==> config.mk <==
export PLATFORM = sky130hd
export DESIGN_NAME = image_crc_calc
export DESIGN_NICKNAME = d
export VERILOG_FILES = /design/src/rtl/mfi_crc_pkg.sv /design/src/rtl/crc32_d32.sv /design/src/rtl/image_crc_calc.sv
export SDC_FILE = /design/constraint.sdc
export NUM_CORES = 1
export LEC_CHECK = 0
export ABC_AREA = 1
export BUFFER_PORTS_ARGS = -buffer_cell sky130_fd_sc_hd__buf_2
export CAP_MARGIN = 20
export CORE_MARGIN = 3
export CORE_UTILIZATION = 40
export CTS_BUF_LIST = sky130_fd_sc_hd__clkbuf_8
export CTS_CLUSTER_DIAMETER = 200
export DETAILED_ROUTE_END_ITERATION = 12
export GPL_TIMING_DRIVEN = 0
export MAX_ROUTING_LAYER = met4
export PLACE_DENSITY = 0.57
export SLEW_MARGIN = 10
export SYNTH_ARGS = -nofsm -noshare
export SYNTH_HDL_FRONTEND = slang
export SYNTH_SLANG_ARGS = --single-unit
==> constraint.sdc <==
create_clock -name clk -period 2.81 [get_ports clk]
set_input_delay 0 -clock clk [delete_from_list [all_inputs] [get_ports clk]]
set_output_delay 0 -clock clk [all_outputs]
set_load 0.02 [all_outputs]
==> src/rtl/mfi_crc_pkg.sv <==
// Shared CRC-32/IEEE constants and the controller state encoding for image
// integrity checkers.
package mfi_crc_pkg;

  localparam logic [31:0] CRC32_POLY_REFL = 32'hEDB8_8320;
  localparam logic [31:0] CRC32_INIT      = 32'hFFFF_FFFF;
  localparam logic [31:0] CRC32_XOROUT    = 32'hFFFF_FFFF;
  localparam logic [31:0] WORD_BYTES      = 32'd4;

  typedef enum logic [1:0] {
    IDLE,
    READ,
    DRAIN,
    DONE
  } crc_state_t;

endpackage

==> src/rtl/crc32_d32.sv <==
// Combinational CRC-32 (reflected) update over one 32-bit little-endian word:
// byte [7:0] first, each byte LSB first.
module crc32_d32
  import mfi_crc_pkg::*;
(
  input  logic [31:0] crc_in,
  input  logic [31:0] data,
  output logic [31:0] crc_next
);

  // NOTE: every variable assigned in always_comb gets a value on every path
  // before it is read, otherwise synthesis infers a latch.
  always_comb begin
    logic [31:0] c;
    c = crc_in ^ data;
    // In reflected form the whole word can be XORed in first and then shifted
    // out bit by bit; this equals four byte-wise LSB-first steps.
    for (int i = 0; i < 32; i++) begin
      c = c[0] ? ((c >> 1) ^ CRC32_POLY_REFL) : (c >> 1);
    end
    crc_next = c;
  end

endmodule

==> src/rtl/image_crc_calc.sv <==
// Reads a fixed memory region through a pipelined Avalon-MM master and
// produces its CRC-32 for the device-information register block.
module image_crc_calc
  import mfi_crc_pkg::*;
#(
  parameter logic [31:0] BASE_ADDR  = 32'h0000_0000,
  parameter int unsigned WORD_COUNT = 1024,
  parameter int unsigned MAX_PEND   = 4,
  parameter bit          AUTO_START = 1'b1
) (
  input  logic        clk,
  input  logic        reset_n,
  input  logic        start,
  output logic [31:0] avm_address,
  output logic        avm_read,
  input  logic        avm_waitrequest,
  input  logic [31:0] avm_readdata,
  input  logic        avm_readdatavalid,
  output logic        busy,
  output logic        crc_valid,
  output logic [31:0] crc_out
);

  localparam int CNT_W  = $clog2(WORD_COUNT + 1);
  localparam int PEND_W = $clog2(MAX_PEND + 1);

  localparam logic [CNT_W-1:0]  WC       = CNT_W'(WORD_COUNT);
  localparam logic [CNT_W-1:0]  WC_LAST  = CNT_W'(WORD_COUNT - 1);
  localparam logic [PEND_W-1:0] PEND_MAX = PEND_W'(MAX_PEND);

  crc_state_t        state;
  crc_state_t        next_state;
  logic [CNT_W-1:0]  issued;
  logic [CNT_W-1:0]  received;
  logic [CNT_W-1:0]  received_nxt;
  logic [PEND_W-1:0] pending;
  logic [31:0]       crc_reg;
  logic [31:0]       crc_fold;
  logic              run_start;
  logic              accept;
  logic              rdv_ok;
  logic              start_pend;
  logic              auto_pend;

  crc32_d32 u_crc32_d32 (
    .crc_in   (crc_reg),
    .data     (avm_readdata),
    .crc_next (crc_fold)
  );

  assign busy   = (state == READ) || (state == DRAIN);
  assign accept = avm_read && !avm_waitrequest;

  // Data is only counted against an outstanding request, so stale responses
  // left over from an aborted run cannot advance the new one.
  assign rdv_ok       = avm_readdatavalid && busy && (pending != '0);
  assign received_nxt = received + CNT_W'(rdv_ok);

  always_comb begin
    next_state = state;
    run_start  = 1'b0;
    avm_read   = 1'b0;
    unique case (state)
      IDLE: begin
        if (start || start_pend || auto_pend) begin
          next_state = READ;
          run_start  = 1'b1;
        end
      end
      READ: begin
        avm_read = (pending < PEND_MAX) && (issued < WC);
        if (avm_read && !avm_waitrequest && (issued == WC_LAST)) begin
          next_state = DRAIN;
        end
      end
      DRAIN: begin
        if (received_nxt == WC) begin
          next_state = DONE;
        end
      end
      DONE: begin
        next_state = IDLE;
      end
      default: begin
        next_state = IDLE;
      end
    endcase
  end

  // NOTE: clocked state uses non-blocking assignments so every register
  // samples the pre-edge values regardless of process ordering.
  always_ff @(posedge clk or negedge reset_n) begin
    if (!reset_n) begin
      state <= IDLE;
    end else begin
      state <= next_state;
    end
  end

  always_ff @(posedge clk or negedge reset_n) begin
    if (!reset_n) begin
      avm_address <= BASE_ADDR;
      issued      <= '0;
      received    <= '0;
      pending     <= '0;
      crc_reg     <= CRC32_INIT;
      crc_valid   <= 1'b0;
      crc_out     <= '0;
      start_pend  <= 1'b0;
      auto_pend   <= AUTO_START;
    end else if (run_start) begin
      avm_address <= BASE_ADDR;
      issued      <= '0;
      received    <= '0;
      pending     <= '0;
      crc_reg     <= CRC32_INIT;
      crc_valid   <= 1'b0;
      start_pend  <= 1'b0;
      auto_pend   <= 1'b0;
    end else begin
      if (accept) begin
        issued      <= issued + 1'b1;
        avm_address <= avm_address + WORD_BYTES;
      end
      if (rdv_ok) begin
        received <= received_nxt;
        crc_reg  <= crc_fold;
      end
      pending <= pending + PEND_W'(accept) - PEND_W'(rdv_ok);
      if (state == DONE) begin
        crc_out   <= crc_reg ^ CRC32_XOROUT;
        crc_valid <= 1'b1;
        // A request arriving as the run finishes is kept for the next IDLE.
        if (start) begin
          start_pend <= 1'b1;
        end
      end
    end
  end

endmodule

# ---- Word level (Yosys, flattened, before mapping)
# Index checks and enable logic that the tools add are counted.
dict set report word_totals {
  output_inout_bits 67
  input_bits 37
  wordCells 132
  reg_bits 126
}
dict set report classes {
  reduce_logical 19
  magnitude_cmp 2
  add_sub_neg 5
  eq_ne 8
  bitwise 35
  n_mux 53
}
# op n
set op_table {}
lappend op_table {{$mux W32} 36}
lappend op_table {{$not A13 Y14} 32}
lappend op_table {{$mux W11} 4}
lappend op_table {{$add A32 B3 Y32 const B} 1}
lappend op_table {{$not A32 Y32} 1}
lappend op_table {{$xor A32 B32 Y32} 1}
lappend op_table {{$add A11 B1 Y11} 1}
lappend op_table {{$add A11 B1 Y11 const B} 1}
lappend op_table {{$eq A11 B10 Y1 const B} 1}
lappend op_table {{$eq A11 B11 Y1 const B} 1}
lappend op_table {{$lt A11 B11 Y1 const B} 1}
lappend op_table {{$mux W1} 8}
lappend op_table {{$pmux W2 S4} 1}
lappend op_table {{$reduce_bool A2 Y1} 4}
lappend op_table {{$logic_and A1 B1 Y1} 6}
lappend op_table {{$mux W2} 3}
lappend op_table {{$eq A2 B2 Y1 const B} 2}
lappend op_table {{$ne A2 B1 Y1 const B} 2}
lappend op_table {{$reduce_and A2 Y1} 2}
lappend op_table {{$add A3 B1 Y3} 1}
lappend op_table {{$logic_or A1 B1 Y1} 3}
lappend op_table {{$lt A3 B3 Y1 const B} 1}
lappend op_table {{$mux W3} 1}
lappend op_table {{$reduce_and A3 Y1} 1}
lappend op_table {{7 further kinds} 7}

# ---- Logic depth before layout (Yosys ltp)
dict set report depth {
  depth_word 67
  depth_mapped 28
  mapped_depth_nobuf 27
}

# ---- Cells and area by module
# A second synthesis with hierarchy kept.
dict set report hier_totals {
  cells_unflattened 1611
  area_unflattened_um2 11138.2
}
# module n_inst area_each_um2 seq_area_each_um2 cells_per_inst
set by_module_without_submodules {}
lappend by_module_without_submodules {image_crc_calc 1 5920.7 3144.3 670}
lappend by_module_without_submodules {crc32_d32 1 5217.5 0.0 941}

# ---- Worst setup path after synthesis
# Ideal clock, no wire load.
dict set report synth_path {
  kind {reg2reg}
  start {reg state[1]}
  end {reg state[0]}
  setup_ns 0.124
  period_less_slack_ns 3.177
  arrival_ns 3.053
  path_buffers 0
  t_required_ns 2.686
  path_slack_ns -0.367
  stages_incl_launch_ff 15
  path_cell_list {dfrtp_1 -> inv_1 -> ha_1 -> inv_1 -> nor3_1 -> ha_1 -> ha_1 -> nand3_1 -> nor3_1 -> nand2_1 -> xor2_1 -> o41ai_1 -> nand3_1 -> nor3_1 -> a21oi_1}
}
dict set report synth_via {
  elab_chain_cells 8
  elab_cells_between_ends 14
}
# element line_no
set synth_rtl {}
lappend synth_rtl {{start: declaration} image_crc_calc.sv:31} ;# crc_state_t state;
lappend synth_rtl {{start signal: assignment} image_crc_calc.sv:96} ;# state <= next_state;
lappend synth_rtl {{$eq A2 B1 Y1 or $eq A2 B2 Y1 (tied branches)} image_crc_calc.sv:51} ;# assign busy = (state == READ) || (state == DRAIN);
lappend synth_rtl {{$logic_or A1 B1 Y1 (*)} image_crc_calc.sv:51}
lappend synth_rtl {{named net busy} image_crc_calc.sv:19} ;# output logic busy,
lappend synth_rtl {{$logic_and A1 B1 Y1 (*) (2 in series)} image_crc_calc.sv:56} ;# assign rdv_ok = avm_readdatavalid && busy && (pending != '0);
lappend synth_rtl {{$add A11 B1 Y11 (*)} image_crc_calc.sv:57} ;# assign received_nxt = received + CNT_W'(rdv_ok);
lappend synth_rtl {{$eq A11 B11 Y1 (*)} image_crc_calc.sv:77} ;# if (received_nxt == WC) begin
lappend synth_rtl {{$ne A2 B1 Y1 (no source line) (*)} --}
lappend synth_rtl {{$reduce_and A3 Y1 (no source line) (*)} --}
# Mark *: on every way through the listed nets, which the timed path passes. The rest lies on a longest branch.
# A chain may end at the register's enable or synchronous reset.

# ---- Worst setup path after layout
dict set report layout_path {
  start {reg crc_reg[0]}
  end {reg crc_reg[18]}
}
dict set report layout_via {
  elab_chain_cells 47
  elab_cells_between_ends 64
}
# element line_no
set layout_rtl {}
lappend layout_rtl {{start: declaration} image_crc_calc.sv:37} ;# logic [31:0] crc_reg;
lappend layout_rtl {{start signal: assignment} image_crc_calc.sv:127} ;# crc_reg <= crc_fold;
lappend layout_rtl {{$xor A32 B32 Y32 (*)} crc32_d32.sv:15} ;# c = crc_in ^ data;
lappend layout_rtl {{$mux W32 (*)} crc32_d32.sv:19} ;# c = c[0] ? ((c >> 1) ^ CRC32_POLY_REFL) : (c >> 1);
lappend layout_rtl {{$not A13 Y14 (no source line)} --}
lappend layout_rtl {{$mux W32 (*)} crc32_d32.sv:19}
lappend layout_rtl {{$not A13 Y14 (no source line) or $mux W32 (tied branches)} --}
lappend layout_rtl {{$mux W32 (*) (4 in series)} crc32_d32.sv:19}
lappend layout_rtl {{$not A13 Y14 (no source line) or $mux W32 (tied branches)} --}
lappend layout_rtl {{$mux W32 (*) (6 in series)} crc32_d32.sv:19}
lappend layout_rtl {{[... 22 more ...]} --}
lappend layout_rtl {{$not A13 Y14 (no source line) or $mux W32 (tied branches)} --}
lappend layout_rtl {{$mux W32 (*)} crc32_d32.sv:19}
lappend layout_rtl {{$not A13 Y14 (no source line)} --}
lappend layout_rtl {{$mux W32 (*)} crc32_d32.sv:19}
lappend layout_rtl {{$not A13 Y14 (no source line)} --}
lappend layout_rtl {{$mux W32 (*) (2 in series)} crc32_d32.sv:19}
lappend layout_rtl {{$mux W32 (*)} image_crc_calc.sv:125} ;# if (rdv_ok) begin
lappend layout_rtl {{$mux W32 (*)} image_crc_calc.sv:111} ;# end else if (run_start) begin
# Every way passes the cells marked *; elsewhere a longest branch is shown, timed or not. The select of a mux whose other input is x is not followed.

==> run metrics <==
Yosys Warn Count=0; cell repeated most along the worst path=nand2_2; Clock Latency Late Sink=0.45 ns; first-pass GRT wire length=60.17 mm; crit end category=register; Num CTS Buffers=17; Root Buffer=clkbuf_8; vias=12080; GR Layer Usage met1=34.56%; layout cell share with drive strength beyond 1=40.34%; Cells after DPL=2066; min setup slack post-route=-0.3684 ns; CP Buf/Inv Count=7; syn_area_per_cell=6.524 sq um; worst-path maximum fanout=6; skew final=0.01271 ns; min-delay worst type=in -> async; grt total ovfl=0; gr busiest metal=met2; Max Fclk=314.6 MHz; worst r2r dst=crc_reg[18]$_DFFE_PN1P_; final period utilization=113.1%; final setup TNS=-10.28 ns; R2R Setup Slk=-0.37 ns; vias in the first global route=11340; DR iter-0 viols=868; Layout area overhead=48.76%; non-filler cells, final=2283; Starting Density=40.76%; register area share after synthesis=29.60%; number of nets in the layout=1981; Core Rows=59; Die X-Extent=169.0 um; Seq cells post-synth=124; antenna-violating nets left=0; met3 Usage GRT=6.235%; Routed WL=40.61 mm; DIE AREA=28540 sq um; arrival time worst endpoint=3.56 ns; number of synthesized flops with an enable pin=0; largest net degree at the start of global routing=79; worst r2r src=crc_reg[0]$_DFFE_PN1P_; clk sinks=124; average wire per standard cell=17.79 um; I/O pins=104; Overall Global Routing Usage=27.82%; Critical Path Start Type=register; H-tree levels=4; core area=26060 sq um; Final min period=3.178 ns; final setup vio count=41; Fin. Hold Viols=0; CP Data Required Time=3.19 ns; CTS max path bufs=2; FFs w/ async S/R, synth=100.0%; CTS clk-pin slew, worst paths=0.08 ns; Crit-path slowest cell=dfstp_2; critical path start-end classification=reg -> reg; Final GP Congestion=0.9288; # Max-Cap Violations=0; post-detail-place hpwl=27.70 mm; worst slew pin tran=0.7578 ns; library cells used by synthesis=46; TritonCTS clock tree=yes; Max stage delay on crit path=0.60 ns; status=finished, violations left; Die Height=169.0 um; Layout fillers=2237; PortBufs=101; Max-slew headroom=49.48%; DRT Pass-1 Iters=5; top_reg_cell synth=dfrtp_1; FF-to-FF path depth=25; Syn Inst Count=1628; pre-CTS setup slack=-0.8045 ns; Top delay family on crit path=simple AND/OR/NAND/NOR gates; initial antenna violation count=2; via/cell ratio=5.293; RSZ-0062 raised after global routing=true; DRC Markers=0; Slew Limit Fails=0; M2 GR Usage=43.69%; synthesized area=10620 sq um; violated checks=negative setup slack
==> stage by stage <==
| step | util, % | hold slack [ns] | cell area [sq um] |
|---|---|---|---|
| after floorplan | - | -0.2956 | 10660 |
| after global placement | 44.44 | 0.3283 | 11580 |
| after detailed placement | 44.57 | -0.01733 | 11610 |
| after CTS | 55.86 | 0.06845 | 14560 |
| after global routing | 60.63 | 0.05935 | 15800 |
| final | 60.63 | 0.06217 | 15800 |
==> kinds of logic (layout without fill, tap and decap cells) <==
group	Yosys count	count (layout)	synth area share (%)
fa+ha+maj	11	11	1.366
xor+xnor	153	153	13.68
compound gates	121	121	6.079
buf+inv	203	519	7.421
flops	124	124	29.60
simple gates	1015	1016	41.82
other cells	1	4	0.03531
==> layer usage <==
metal | part of all wire (%) | vias up
met4 | 4.7 | 0
met5 | 0 | -
met3 | 7.7 | 138
met2 | 47 | 500
li1 | - | 5686
met1 | 41 | 5759
==> cell usage after synthesis (2+ instances only) <==
cell type | instances | area share, %
nor2_1 | 71 | 2.5
nand4_1 | 7 | 0.41
nand3_2 | 5 | 0.47
a211oi_1 | 4 | 0.28
nand3b_1 | 8 | 0.57
nor3_1 | 22 | 1.0
o21ai_0 | 63 | 3.0
xor2_1 | 113 | 9.3
ha_1 | 10 | 1.2
nand3_1 | 165 | 7.8
a21oi_1 | 39 | 1.8
buf_6 | 2 | 0.21
inv_2 | 13 | 0.46
o21ai_1 | 3 | 0.14
or2_2 | 6 | 0.35
buf_4 | 3 | 0.21
nand2_1 | 652 | 23
dfrtp_1 | 91 | 21
xnor2_2 | 2 | 0.31
xor2_4 | 4 | 1.0
xor2_2 | 3 | 0.46
nand2_2 | 54 | 3.2
o22ai_1 | 6 | 0.35
clkbuf_1 | 18 | 0.64
dfstp_2 | 33 | 8.2
inv_1 | 167 | 5.9
xnor2_1 | 31 | 2.6
nand2_4 | 14 | 1.5
or2_1 | 2 | 0.12
==> repair_timing <==
item	4_1_cts	5_1_grt
pin swaps	151	113
gates cloned	2	1
resized for setup	347	180
setup buffers	131	47
endpoints found under the setup margin	51	54
hold buffers	3	0
endpoints found under the hold margin	108	0
==> layout make-up <==
cell class / instances / area (sq um) / area share (%)
Timing Repair Buffer: 284 / 2096 / 13.26
Clock buffer: 18 / 247.7 / 1.568
Multi-Input combinational cell: 1303 / 8906 / 56.37
Tap cell: 335 / 419.2 / 2.653
Sequential cell: 124 / 3144 / 19.90
Clock inverter: 14 / 130.1 / 0.8236
Inverter: 180 / 713.2 / 4.514
Antenna cell: 2 / 5.005 / 0.03168
Buffer: 23 / 138.9 / 0.8790
==> layout by cell type, fill, tap and decap left out, drive strengths merged <==
cell type and instances:
a211oi 4, a21oi 39, a22oi 1, a2bb2oi 1, a41oi 1, and3 1
buf 285, bufinv 2, clkbuf 37, clkinv 7, clkinvlp 1, conb 2
dfrtp 91, dfstp 33, diode 2, dlygate4sd3 3, fa 1, ha 10
inv 184, nand2 722, nand3 170, nand3b 8, nand4 7, nor2 72
nor3 24, nor3b 1, nor4 2, o21a 1, o21ai 66, o221a 1
o22ai 6, o41ai 1, or2 8, or4 1, xnor2 33, xor2 120
==> how the worst max path moves through the flow <==
stage                                start  cells after the start                 endpoint  slack (ns)
floorplan             state[1]$_DFFE_PN0P_                     14     state[0]$_DFFE_PN0P_        0.01
global placement    crc_reg[0]$_DFFE_PN1P_                     26  crc_reg[18]$_DFFE_PN1P_       -0.72
detailed placement  crc_reg[0]$_DFFE_PN1P_                     26  crc_reg[18]$_DFFE_PN1P_       -0.80
CTS                 crc_reg[1]$_DFFE_PN1P_                     23  crc_reg[18]$_DFFE_PN1P_       -0.26
global route        crc_reg[1]$_DFFE_PN1P_                     22  crc_reg[15]$_DFFE_PN1P_       -0.51
finish              crc_reg[0]$_DFFE_PN1P_                     25  crc_reg[18]$_DFFE_PN1P_       -0.37
Power is not shown: default switching activity piles up to over one toggle a cycle in this logic, so the estimate is an artifact.
